## src/rtl/down_count_seq.sv

```systemverilog
// ============================================================================
// Module   : down_count_seq
// Brief    : Handshake-driven programmable down-counter sequencer with load,
//            run, pause, terminal-count pulse, one-shot or auto-reload.
//            Optional prescaler enabled by defining DOWN_COUNT_SEQ_PRESCALE_EN.
// Revision : 1.0 - initial release
// ============================================================================
`default_nettype none

module down_count_seq #(
    parameter int WIDTH        = 8,
    parameter int PRESCALE_DIV = 4
) (
    input  logic             clk,
    input  logic             rstn,
    input  logic             start_i,
    input  logic [WIDTH-1:0] load_val_i,
    input  logic             auto_reload_i,
    input  logic             pause_i,
    input  logic             abort_i,
    output logic             busy_o,
    output logic [WIDTH-1:0] count_o,
    output logic             tc_o,
    output logic             done_o,
    output logic [2:0]       state_o
);

    typedef enum logic [2:0] {
        S_IDLE  = 3'd0,
        S_LOAD  = 3'd1,
        S_RUN   = 3'd2,
        S_PAUSE = 3'd3,
        S_DONE  = 3'd4
    } state_t;

    localparam logic [WIDTH-1:0] c_zero = '0;
    localparam logic [WIDTH-1:0] c_one  = {{(WIDTH-1){1'b0}}, 1'b1};

    state_t           r_state;
    logic [WIDTH-1:0] r_count;
    logic [WIDTH-1:0] r_n;
    logic             r_auto;
    logic             r_tc;
    logic             r_done;
    logic             w_tick;

`ifdef DOWN_COUNT_SEQ_PRESCALE_EN
    localparam int c_pre_w = (PRESCALE_DIV < 1) ? 1 : $clog2(PRESCALE_DIV + 1);
    localparam logic [c_pre_w-1:0] c_pre_top = c_pre_w'(PRESCALE_DIV);
    localparam logic [c_pre_w-1:0] c_pre_one = c_pre_w'(1);

    // The prescaler counts 0..DIV once after LOAD and 1..DIV thereafter, so the
    // first tick lands one cycle later than the rest (1 + (N+1)*DIV to DONE).
    logic [c_pre_w-1:0] r_pre;

    assign w_tick = (r_pre == c_pre_top);

    always_ff @(posedge clk) begin
        if (rstn) begin
            r_pre <= '0;
        end else if (abort_i || r_state == S_LOAD) begin
            r_pre <= '0;
        end else if ((r_state == S_RUN || r_state == S_PAUSE) && !pause_i) begin
            r_pre <= w_tick ? c_pre_one : r_pre + c_pre_one;
        end
    end
`else
    // Every clock is a tick; the divide ratio only matters in the prescaled build.
    assign w_tick = (PRESCALE_DIV != 0) || 1'b1;
`endif

    always_ff @(posedge clk) begin
        if (rstn) begin
            r_state <= S_IDLE;
            r_count <= c_zero;
            r_n     <= c_zero;
            r_auto  <= 1'b0;
            r_tc    <= 1'b0;
            r_done  <= 1'b0;
        end else begin
            r_tc   <= 1'b0;
            r_done <= 1'b0;
            case (r_state)
                S_IDLE: begin
                    r_count <= c_zero;
                    if (start_i) begin
                        r_n     <= load_val_i;
                        r_auto  <= auto_reload_i;
                        r_state <= S_LOAD;
                    end
                end
                S_LOAD: begin
                    if (abort_i) begin
                        r_state <= S_IDLE;
                        r_count <= c_zero;
                    end else begin
                        r_count <= r_n;
                        r_state <= S_RUN;
                    end
                end
                // The release edge out of PAUSE counts like a RUN edge.
                S_RUN, S_PAUSE: begin
                    if (abort_i) begin
                        r_state <= S_IDLE;
                        r_count <= c_zero;
                    end else if (pause_i) begin
                        r_state <= S_PAUSE;
                    end else begin
                        r_state <= S_RUN;
                        if (w_tick) begin
                            if (r_count != c_zero) begin
                                r_count <= r_count - c_one;
                            end else begin
                                r_tc <= 1'b1;
                                if (r_auto) begin
                                    r_count <= r_n;
                                end else begin
                                    r_state <= S_DONE;
                                    r_done  <= 1'b1;
                                end
                            end
                        end
                    end
                end
                S_DONE: begin
                    r_state <= S_IDLE;
                    r_count <= c_zero;
                end
                default: begin
                    r_state <= S_IDLE;
                    r_count <= c_zero;
                end
            endcase
        end
    end

    assign busy_o  = (r_state != S_IDLE);
    assign count_o = r_count;
    assign tc_o    = r_tc;
    assign done_o  = r_done;
    assign state_o = r_state;

endmodule

`default_nettype wire

```

## config.mk

```make
export PLATFORM = sky130hd
export DESIGN_NAME = down_count_seq
export DESIGN_NICKNAME = d
export VERILOG_FILES = /design/src/rtl/down_count_seq.sv
export SDC_FILE = /design/constraint.sdc
export NUM_CORES = 1
export LEC_CHECK = 0
export BUFFER_PORTS_ARGS = -buffer_cell sky130_fd_sc_hd__buf_4
export CAP_MARGIN = 20
export CORE_AREA = 2 2 58 60
export DETAILED_ROUTE_END_ITERATION = 6
export DIE_AREA = 0 0 60 62
export GPL_TIMING_DRIVEN = 0
export PLACE_DENSITY = 0.53
export SLEW_MARGIN = 15
export SYNTH_ARGS = -nofsm -noshare
export SYNTH_HDL_FRONTEND = slang
export SYNTH_SLANG_ARGS = --single-unit
```

## constraint.sdc

```tcl
create_clock -name clk -period 3.83 [get_ports clk]
set_input_delay 0.766 -clock clk [delete_from_list [all_inputs] [get_ports clk]]
set_output_delay 0.766 -clock clk [all_outputs]
set_load 0.03 [all_outputs]
```

# Word-level counts from Yosys, hierarchy flattened
# Cells that the tools add are included.
[classes]
n_addsub = 1
multipliers = 0
n_div = 0
magnitude_cmp = 0
n_eq_ne = 6
n_shift = 0
mux = 15
bitwise_logic = 1
reduce_logical = 8
[op_table]
columns = ["op", "n"]
rows = [
  ["2-to-1 mux 8 bit", 5],
  ["one-hot mux 8 bit (2 select lines)", 1],
  ["2-to-1 mux 3 bit", 5],
  ["one-hot mux 3 bit (3 select lines)", 1],
  ["nonzero test 8 bit", 1],
  ["subtractor 8 x 1 -> 8 bit (second input constant)", 1],
  ["equality test 3 x 2 -> 1 bit (second input constant)", 2],
  ["OR reduction 5 bit", 1],
  ["inequality test 4 bit (second input constant)", 1],
  ["AND reduction 2 bit", 2],
  ["OR reduction 4 bit", 1],
  ["equality test 3 x 1 -> 1 bit (second input constant)", 1],
  ["zero test 3 bit", 1],
  ["inequality test 3 bit (second input constant)", 1],
  ["nonzero test 3 bit", 1],
  ["2-to-1 mux 1 bit", 2],
  ["2-to-1 mux 2 bit", 1],
  ["inequality test 2 bit (second input constant)", 1],
  ["OR reduction 2 bit", 1],
  ["inverter 1 bit", 1],
]
[word_totals]
ff_bits = 22
latchBits = 0
mem_bits_rw = 0
romBits = 0
out_inout_bits = 14
word_cells = 37
mem_count = 0

# Logic depth before layout (Yosys ltp)
# Gate-level depths: netlist of run 1.
[logic_depth]
ltp_word = 5
ltp_mapped = 7
mapped_depth_nobuf = 7

# Worst setup path after synthesis of run 1
# Ideal clock, no wire load.
[synth_path]
kind = "reg-to-reg"
start = "register r_count[0] (netlist: count_o[0])"
end = "register r_count[2] (netlist: count_o[2])"
setup_time_ps = 117
arrival_time_ps = 1833
t_required_ps = 3713
setup_slack_ps = 1879
path_stages_with_launch = 8
n_path_buf = 0
period_less_slack_ps = 1951
path_cell_list = "dfxtp_1 inv_1 ha_1 or3b_1 nor3_2 nor2_1 o221a_4 a32o_1"
[synth_between]
elab_chain_len = 5
elab_cells_between_ends = 8
classes_between = "1 x add/sub; 1 x eq/ne; 4 x mux; 2 x reduce/logical"
[synth_rtl]
columns = ["item", "line_no", "rtl"]
rows = [
  ["from (decl)", "40", "logic [WIDTH-1:0] r_count;"],
  ["from (signal assigned)", "75", "r_count <= c_zero;"],
  ["from (signal assigned)", "85", "r_count <= c_zero;"],
  ["from (signal assigned)", "95", "r_count <= c_zero;"],
  ["subtractor 8 x 1 -> 8 bit / nonzero test 8 bit (equally long branches)", "112, 111", ""],
  ["2-to-1 mux 8 bit", "111", "if (r_count != c_zero) begin"],
  ["2-to-1 mux 8 bit", "106", "end else if (pause_i) begin"],
  ["2-to-1 mux 8 bit", "103", "if (abort_i) begin"],
  ["one-hot mux 8 bit (2 select lines)", "83", "case (r_state)"],
]
# Several ways; a longest one is shown, not always the timed one. The select of a mux whose other input is x is not followed.
# A chain may end at the register's enable or synchronous reset.

# Worst setup path after layout of run 1
[layout_path]
start = "register r_count[0] (netlist: count_o[0])"
end = "register r_count[7] (netlist: count_o[7])"
# Same word-level chain as after synthesis.

==> impl_metrics.env, run 1 <==
export IMPL_status="finished clean"
export IMPL_crit_path_start_kind="flop"
export IMPL_clock_skew_ns=0.004056
export IMPL_cap_violations=0
export IMPL_fmax_mhz=490.5
export IMPL_synth_area_top_cells="dfxtp_1, nand2_1, a21oi_1, a22o_1, o21ai_0"
export IMPL_timing_final_crit_period_ns=2.039
export IMPL_synth_edf_count=0
export IMPL_critPathArrivalTime_ns=2.25
export IMPL_rr_startpoint="count_o[0]"
export IMPL_hp_class="reg -> reg"
export IMPL_ys_warn_count=0
export IMPL_leakage_nw=0.5863
export IMPL_cpMaxStageDelayCell="or3b_1"
export IMPL_timing_hold_ws_ns=0.4649
export IMPL_wl_per_cell_um=12.36
export IMPL_regArea_um2=440.4
export IMPL_track_usage_pct=14.37
export IMPL_setup_violations=0
export IMPL_synth_top_cell_by_area="dfxtp_1"
export IMPL_ir_worst_vdd_mv=0.1480
export IMPL_finalPower_mw=0.4202
export IMPL_die_h_um=62
export IMPL_gp_congestion=0.7949
export IMPL_cp_top_family="simple AND/OR/NAND/NOR gates"
export IMPL_netlist_top_cells_count="nand2_1, dfxtp_1, a21oi_1"
export IMPL_dp_hpwl_mm=1.889
export IMPL_cp_end_kind="flop"
export IMPL_clk_pin_slew_ns=0.13
export IMPL_yosysMostFrequentCell="nand2_1"
export IMPL_die_x_um=60
export IMPL_maxSlewViolCount=0
export IMPL_fin_util_pct=42.58
export IMPL_place_inst=199
export IMPL_syn_num_nets=141
export IMPL_syn_area_um2=1057
export IMPL_whs_endpoint="r_n[5]"
export IMPL_drc=0
export IMPL_grt_pass1_wl_mm=3.995
export IMPL_met3_usage_pct=2.484
export IMPL_slew_headroom_pct=39.70
export IMPL_postCtsHoldBufs=0
export IMPL_yosys_register_bits=22
export IMPL_async_reset_ff_share_pct=0
export IMPL_use_met2_pct=21.74
export IMPL_r2r_slack_ns=1.79
export IMPL_cp_max_fo=8
export IMPL_die_area_um2=3720
export IMPL_cts_tree="yes"
export IMPL_synthCells=126
export IMPL_fin_cells=203
export IMPL_hold_violations=0
export IMPL_viasPerCell=4.936
export IMPL_grt_pass1_vias=862
export IMPL_drtAntennaViolNets=0
export IMPL_crit_type="reg -> reg"
export IMPL_min_period_over_period_pct=53.23
export IMPL_antenna_cells=0
export IMPL_tns_ns=0
export IMPL_fillers=340
export IMPL_root_buffer="clkbuf_4"
export IMPL_first_iter_violations=49
export IMPL_synth_ff_type="dfxtp_1"
export IMPL_use_met1_pct=20.30
export IMPL_synth_avg_cell_area_um2=8.391
export IMPL_nets=173
export IMPL_syn2layout_area_growth_pct=28.05
export IMPL_cts_resized=0
export IMPL_cts_path_max_buffers=2
export IMPL_first_pass_iters=4
export IMPL_yosysSeqAreaShare_pct=41.66
export IMPL_row_count=21
export IMPL_post_cts_setup_buffer_count=0
export IMPL_grt_max_degree=13
export IMPL_rsz0062_at_grt="no"
export IMPL_holdPathStages=2
export IMPL_drive_above_1_share_pct=23.57
export IMPL_routed_wl_mm=2.509
export IMPL_portBuffers=27
export IMPL_antenna_found_initial=0
export IMPL_required_ns=4.04
export IMPL_grt_ovfl_total=0
export IMPL_core_area_um2=3179
export IMPL_cts_max_level=1
export IMPL_clock_latency_ns=0.31
export IMPL_powerDensity_nw_per_um2=310.4
export IMPL_hold_start="r_n[5]"
export IMPL_synth_top_cell_area_share_pct=41.66
export IMPL_cts_sinks=22
export IMPL_cpPeakStageDelay_ns=0.47
export IMPL_vias=1002
export IMPL_grt_busiest_layer="met2"
export IMPL_multi_input_area_um2=575.6
export IMPL_synth_distinct_cells=34
export IMPL_cts_buffers=3
export IMPL_start_util_pct=33.25
export IMPL_cp_cell_sequence="inv_1, ha_1, or3b_1, nor3_2, nor2_1, o221a_4, a32o_1"
export IMPL_rr_worst_depth=7
export IMPL_io_pins=28
export IMPL_r2r_end="count_o[7]"
export IMPL_tightest_slew_ns=0.8920
export IMPL_timing_critical_path_buf_inv=1
-- logic make-up (layout without fill, tap and decap cells) --
kind of cell | count (synthesis) | after routing | synth area share [%]
AOI/OAI and AO/OA | 40 | 40 | 26.63
xor gates and xnor gates | 1 | 1 | 0.8286
adders and majority gates | 1 | 1 | 1.183
buffers and inverters | 9 | 40 | 3.905
DFF | 22 | 22 | 41.66
and+or+nand+nor | 53 | 53 | 25.80
-- metrics by stage --
step	cell area [µm²]	worst slack [ns]
2_1_floorplan	1057	1.879
3_3_place_gp	1318	1.603
3_5_place_dp	1318	1.597
4_1_cts	1354	1.788
5_1_grt	1354	1.593
6_report	1354	1.791
-- area by class of cell --
| cell class | instances | area share [%] |
|---|---|---|
| multi-input cells | 95 | 42.51 |
| flip-flops and latches | 22 | 32.53 |
| repair buffers | 27 | 14.97 |
| well taps | 46 | 4.251 |
| clock buffers | 4 | 2.680 |
| inverters | 6 | 1.664 |
| plain buffers | 3 | 1.386 |
-- registers in the layout, indices dropped and copies added (netlist names) --
| signal | flops |
|---|---|
| count_o | 8 |
| done_o | 1 |
| r_auto | 1 |
| r_n | 8 |
| state_o | 3 |
| tc_o | 1 |
-- worst max-delay path by stage --
stage / from / to / slack [ns] / depth (start not counted)
after detailed placement: abort_i / count_o[1] / 1.60 / 6
after global placement: abort_i / count_o[5] / 1.60 / 6
after global routing: count_o[0] / done_o / 1.59 / 6
after CTS: count_o[0] / count_o[7] / 1.79 / 7
final: count_o[0] / count_o[7] / 1.79 / 7
after floorplan: count_o[0] / count_o[2] / 1.88 / 7
-- per-layer routing --
metal,up-vias,part of all wire [%]
met5,-,0
met4,0,0
met3,0,4.2
met2,23,46
met1,458,50
li1,521,-
-- worst min-delay path: stages, from the launching register on --
cell     delay, ns
dfxtp_1       0.33
nand2_1       0.05
a21oi_1       0.05
-- where the power goes --
part,total (mW),internal [mW],switching (mW)
Combinational,0.0493,0.0221,0.0272
Clock,0.129,0.0580,0.0713
Sequential,0.242,0.236,0.00566
-- cells in the final DEF (no fill, tap or decap), drive strengths merged, types with 2 or more instances in the layout --
| cell type | instances |
|---|---|
| a21oi | 14 |
| a22o | 7 |
| a32o | 3 |
| buf | 28 |
| clkbuf | 6 |
| dfxtp | 22 |
| inv | 6 |
| nand2 | 25 |
| nand2b | 2 |
| nor2 | 6 |
| nor2b | 2 |
| nor3 | 6 |
| nor3b | 3 |
| nor4 | 2 |
| o21ai | 8 |
| o221a | 2 |
| or3b | 2 |
| or4 | 2 |
Power figures use the tool's default switching activity.
==> inputs of run 2 (changes only) <==
--- a/config.mk
+++ b/config.mk
@@ -11,7 +11,7 @@
 export DETAILED_ROUTE_END_ITERATION = 6
 export DIE_AREA = 0 0 60 62
 export GPL_TIMING_DRIVEN = 0
-export PLACE_DENSITY = 0.53
+export PLACE_DENSITY = 0.55
 export SLEW_MARGIN = 15
 export SYNTH_ARGS = -nofsm -noshare
 export SYNTH_HDL_FRONTEND = slang
==> constraint.sdc (replaced) <==
create_clock -name clk -period 1.7 [get_ports clk]
set_input_delay 0.34 -clock clk [delete_from_list [all_inputs] [get_ports clk]]
set_output_delay 0.34 -clock clk [all_outputs]
set_load 0.03 [all_outputs]
==> run 2 against run 1 <==
Compared with the run above: the flow now finishes with violations (setup timing); design area is 11% higher; first-iteration DRC count is 69% lower; flip-flop and latch count stayed put; critical endpoint is now count_o[5]; non-clock buffer count is 10 higher; worst setup slack worse by 1.9 ns; final cell count is 4.9% higher; global-route usage is 1.3 points higher; die area stayed put; largest power group unchanged; clock skew is 0.0054 ns higher; via count is 6.1% higher.
==> impl_metrics.env, run 2 (same netlist as run 1, synthesis figures left out) <==
export IMPL_io_pins=28
export IMPL_crit_type="reg -> reg"
export IMPL_tightest_slew_ns=0.6122
export IMPL_crit_end="count_o[5]"
export IMPL_root_buffer="clkbuf_4"
export IMPL_row_count=21
export IMPL_clkPwrFrac_pct=27.7
export IMPL_place_inst=199
export IMPL_vias=1063
export IMPL_ir_worst_vdd_mv=0.3379
export IMPL_r2r_slack_ns=-0.12
export IMPL_drc=0
export IMPL_wl_per_cell_um=12.57
export IMPL_timing_final_crit_period_ns=1.823
export IMPL_rr_worst_depth=7
export IMPL_r2r_end="count_o[5]"
export IMPL_final_setup_worst_slack_ns=-0.1228
export IMPL_die_h_um=62
export IMPL_fillers=319
export IMPL_grt_ovfl_total=0
export IMPL_final_common_cell="buf_4"
export IMPL_required_ns=1.92
export IMPL_cts_path_max_buffers=2
export IMPL_pwr_share_comb_pct=13.7
export IMPL_violations="setup timing"
export IMPL_cap_violations=0
export IMPL_sw_frac_of_total_pct=26.42
export IMPL_first_pass_iters=4
export IMPL_clk_pin_slew_ns=0.13
export IMPL_critPathArrivalTime_ns=2.04
export IMPL_final_cell_area_um2=1498
export IMPL_final_cell_mix="buf_4, nand2_1, dfxtp_1"
export IMPL_status="finished, violations left"
export IMPL_hold_violations=0
export IMPL_setup_violations=9
export IMPL_nets=183
export IMPL_syn2layout_area_growth_pct=41.66
export IMPL_clock_skew_ns=0.009450
export IMPL_finalPower_mw=0.9202
export IMPL_dp_hpwl_mm=1.924
export IMPL_fin_cells=213
export IMPL_portBuffers=27
export IMPL_first_iter_violations=15
export IMPL_die_area_um2=3720
export IMPL_grt_pass1_wl_mm=4.298
export IMPL_min_period_over_period_pct=107.2
export IMPL_leakage_nw=0.6437
export IMPL_grt_pass1_vias=914
export IMPL_rr_startpoint="count_o[0]"
export IMPL_cts_buffers=3
export IMPL_viasPerCell=4.991
export IMPL_drive_above_1_share_pct=37.13
export IMPL_cts_max_level=1
export IMPL_fin_util_pct=47.11
export IMPL_cts_tree="yes"
export IMPL_hp_class="in -> reg"
export IMPL_core_area_um2=3179
export IMPL_slew_headroom_pct=59.10
export IMPL_clock_latency_ns=0.31
export IMPL_antenna_cells=0
export IMPL_gp_congestion=0.9285
export IMPL_dpl_cell_area_um2=1350
export IMPL_fmax_mhz=548.6
export IMPL_tns_ns=-0.8290
export IMPL_cp_max_fo=8
export IMPL_track_usage_pct=15.67
export IMPL_antenna_found_initial=0
export IMPL_cp_end_kind="flop"
export IMPL_routed_wl_mm=2.678
export IMPL_p_sw_mw=0.2431
export IMPL_seqPwrFrac_pct=58.7
export IMPL_start_util_pct=33.25
export IMPL_die_x_um=60
export IMPL_grt_max_degree=13
export IMPL_maxSlewViolCount=0
export IMPL_power_internal_mw=0.6771
export IMPL_crit_path_start_kind="flop"
export IMPL_cts_sinks=22
export IMPL_drtAntennaViolNets=0
export IMPL_powerDensity_nw_per_um2=614.4
export IMPL_startpoint="count_o[0]"
export IMPL_rsz0062_at_grt="yes"
==> run 2: layer usage <==
metal  wire [µm]  part of all wire, %  GRT usage (%)
met4          44                  1.6          6.667
met1        1303                   49          22.10
met5           0                    0              0
met3         105                  3.9          1.863
met2        1225                   46          24.22
==> run 2: power groups by stage <==
stage               logic, mW  clock network (mW)  registers, mW
floorplan              0.0616                   0          0.554
global placement        0.113                   0          0.553
detailed placement      0.115                   0          0.553
CTS                     0.123               0.261          0.540
global route            0.141               0.293          0.543
finish                  0.126               0.255          0.540
==> run 2: critical path: stages (launching register included) <==
cell and delay [ns]:
dfxtp_4 0.39, inv_2 0.07, ha_4 0.13, or3b_4 0.40, nor3_4 0.18, nor2_4 0.07, o221a_4 0.26, a32o_1 0.22
==> run 2: how the worst min path moves through the flow <==
stage | from | endpoint | cells after the start
final | load_val_i[2] | r_n[2] | 3
after global routing | load_val_i[0] | r_n[0] | 3
after CTS | rstn | tc_o | 2
after detailed placement | r_n[5] | r_n[5] | 2
after global placement | r_n[1] | r_n[1] | 2
after floorplan | r_n[4] | r_n[4] | 2
==> run 2: metrics by stage <==
step / setup WS, ns / hold slack, ns
floorplan: -0.1122 / 0.4329
global placement: -0.1957 / 0.4463
detailed placement: -0.1905 / 0.4510
CTS: -0.1018 / 0.2415
global route: -0.1668 / 0.2366
finish: -0.1228 / 0.2548
==> run 2: cell type report <==
cell class,count,area [µm²],area share [%]
inverters,6,22.52,1.504
flip-flops and latches,22,454.2,30.33
repair buffers,37,277.8,18.55
well taps,46,57.56,3.843
plain buffers,3,18.77,1.253
clock buffers,4,26.28,1.754
multi-input cells,95,640.6,42.77
==> run 2: repair_timing <==
item                       CTS  global route
pin swaps                    5             1
setup endpoints to repair   11            22
setup buffers                9             1
resized for setup            7             5
hold buffers                 0             0
==> inputs of run 3 (changes only) <==
--- a/config.mk
+++ b/config.mk
@@ -5,6 +5,7 @@
 export SDC_FILE = /design/constraint.sdc
 export NUM_CORES = 1
 export LEC_CHECK = 0
+export ABC_CLOCK_PERIOD_IN_PS = 1700
 export BUFFER_PORTS_ARGS = -buffer_cell sky130_fd_sc_hd__buf_4
 export CAP_MARGIN = 20
 export CORE_AREA = 2 2 58 60
@@ -12,6 +13,7 @@
 export DIE_AREA = 0 0 60 62
 export GPL_TIMING_DRIVEN = 0
 export PLACE_DENSITY = 0.55
+export SKIP_CTS_REPAIR_TIMING = 1
 export SLEW_MARGIN = 15
 export SYNTH_ARGS = -nofsm -noshare
 export SYNTH_HDL_FRONTEND = slang
==> run 3 against run 2 <==
Compared with the run above: the flow still finishes with violations (setup timing); clock skew decreased by 0.0064 ns; die area unchanged; core utilization decreased by 1.4 points; total power decreased by 0.15%; via count decreased by 3.0%; design area decreased by 3.0%; highest routed layer unchanged; count of clock-buffer cells in the layout unchanged.
==> impl_metrics.env, run 3 (same netlist as run 1, synthesis figures left out) <==
export IMPL_cp_cell_sequence="inv_2, ha_4, or3b_4, nor3_4, nor2_4, o221a_4, a32o_1"
export IMPL_first_iter_violations=21
export IMPL_dp_hpwl_mm=1.924
export IMPL_vias=1031
export IMPL_root_buffer="clkbuf_4"
export IMPL_gp_congestion=0.9285
export IMPL_required_ns=1.91
export IMPL_timing_critical_path_buf_inv=1
export IMPL_timing_hold_ws_ns=0.2583
export IMPL_critPathArrivalTime_ns=2.07
export IMPL_first_pass_iters=4
export IMPL_cts_sinks=22
export IMPL_cp_end_kind="flop"
export IMPL_grt_pass1_wl_mm=4.112
export IMPL_die_area_um2=3720
export IMPL_antenna_found_initial=0
export IMPL_wl_per_cell_um=12.45
export IMPL_powerDensity_nw_per_um2=632.5
export IMPL_setup_violations=9
export IMPL_rr_startpoint="count_o[0]"
export IMPL_r2r_slack_ns=-0.16
export IMPL_leakage_nw=0.6138
export IMPL_nets=177
export IMPL_clock_latency_ns=0.31
export IMPL_slew_headroom_pct=59.13
export IMPL_final_cell_mix="buf_4, nand2_1, dfxtp_1"
export IMPL_grt_max_degree=13
export IMPL_cpMaxStageDelayCell="or3b_4"
export IMPL_cts_path_max_buffers=2
export IMPL_holdPathStages=2
export IMPL_syn2layout_area_growth_pct=37.40
export IMPL_hp_class="in -> reg"
export IMPL_hold_violations=0
export IMPL_drc=0
export IMPL_die_h_um=62
export IMPL_cts_max_level=1
export IMPL_cap_violations=0
export IMPL_row_count=21
export IMPL_cpPeakStageDelay_ns=0.42
export IMPL_timing_final_crit_period_ns=1.857
export IMPL_cts_tree="yes"
export IMPL_rsz0062_at_grt="yes"
export IMPL_fin_util_pct=45.69
export IMPL_tns_ns=-1.020
export IMPL_drive_above_1_share_pct=34.78
export IMPL_portBuffers=27
export IMPL_final_setup_worst_slack_ns=-0.1565
export IMPL_ir_worst_vdd_mv=0.3327
export IMPL_die_x_um=60
export IMPL_antenna_cells=0
export IMPL_crit_type="reg -> reg"
export IMPL_final_cell_area_um2=1453
export IMPL_cp_max_fo=8
export IMPL_grt_pass1_vias=896
export IMPL_r2r_end="count_o[5]"
export IMPL_dpl_cell_area_um2=1350
export IMPL_status="finished, violations left"
export IMPL_start_util_pct=33.25
export IMPL_cts_buffers=3
export IMPL_cp_top_family="simple AND/OR/NAND/NOR gates"
export IMPL_final_common_cell="buf_4"
export IMPL_grt_ovfl_total=0
export IMPL_clock_skew_ns=0.003068
export IMPL_maxSlewViolCount=0
export IMPL_track_usage_pct=14.84
export IMPL_viasPerCell=4.981
export IMPL_fmax_mhz=538.6
export IMPL_dpl_worst_slack_ns=-0.1905
export IMPL_hold_start="rstn"
export IMPL_tightest_slew_ns=0.6117
export IMPL_whs_endpoint="tc_o"
export IMPL_io_pins=28
export IMPL_crit_path_start_kind="flop"
export IMPL_rr_worst_depth=7
export IMPL_drtAntennaViolNets=0
export IMPL_routed_wl_mm=2.578
export IMPL_clk_pin_slew_ns=0.12
export IMPL_violations="setup timing"
export IMPL_min_period_over_period_pct=109.2
export IMPL_core_area_um2=3179
run 3: cell count changes in the layout (fill, tap and decap cells not counted):
cell / change
a21oi_1: -1
dfxtp_1: +1
a21oi_2: +1
dfxtp_4: -1
buf_4: -6
run 3: report_power, final:
| group | internal, mW | switching (mW) | total [mW] |
|---|---|---|---|
| sequential | 0.528 | 0.0132 | 0.542 |
| combinational | 0.0572 | 0.0670 | 0.124 |
| clock | 0.0916 | 0.161 | 0.253 |
| total | 0.677 | 0.242 | 0.919 |
run 3: metal layers:
metal,global-route usage (%),vias up,wire length [µm]
li1,-,533,-
met1,19.95,471,1295
met2,23.91,22,1158
met3,1.863,5,79
met4,6.667,0,44
met5,0,-,0
run 3: cell type report:
class,instances,area [µm²]
flip-flops and latches,22,450.4
clock buffers,4,26.28
plain buffers,3,18.77
fillers,327,1727
inverters,6,22.52
multi-input cells,95,644.4
well taps,46,57.56
repair buffers,31,232.7
run 3: worst max-delay path by stage:
stage / start / to / slack [ns] / cells past startpoint
2_1_floorplan: count_o[1] / count_o[6] / -0.11 / 7
3_3_place_gp: count_o[1] / count_o[5] / -0.20 / 7
3_5_place_dp: count_o[1] / count_o[5] / -0.19 / 7
4_1_cts: count_o[1] / count_o[5] / -0.21 / 7
5_1_grt: count_o[0] / count_o[5] / -0.21 / 7
6_report: count_o[0] / count_o[5] / -0.16 / 7
run 3: through the flow:
stage          std cells  total power [mW]
5_1_grt              207            0.9653
6_report             207            0.9188
4_1_cts              203            0.9174
3_3_place_gp         199            0.6656
2_1_floorplan        126            0.6161
3_5_place_dp         199            0.6677
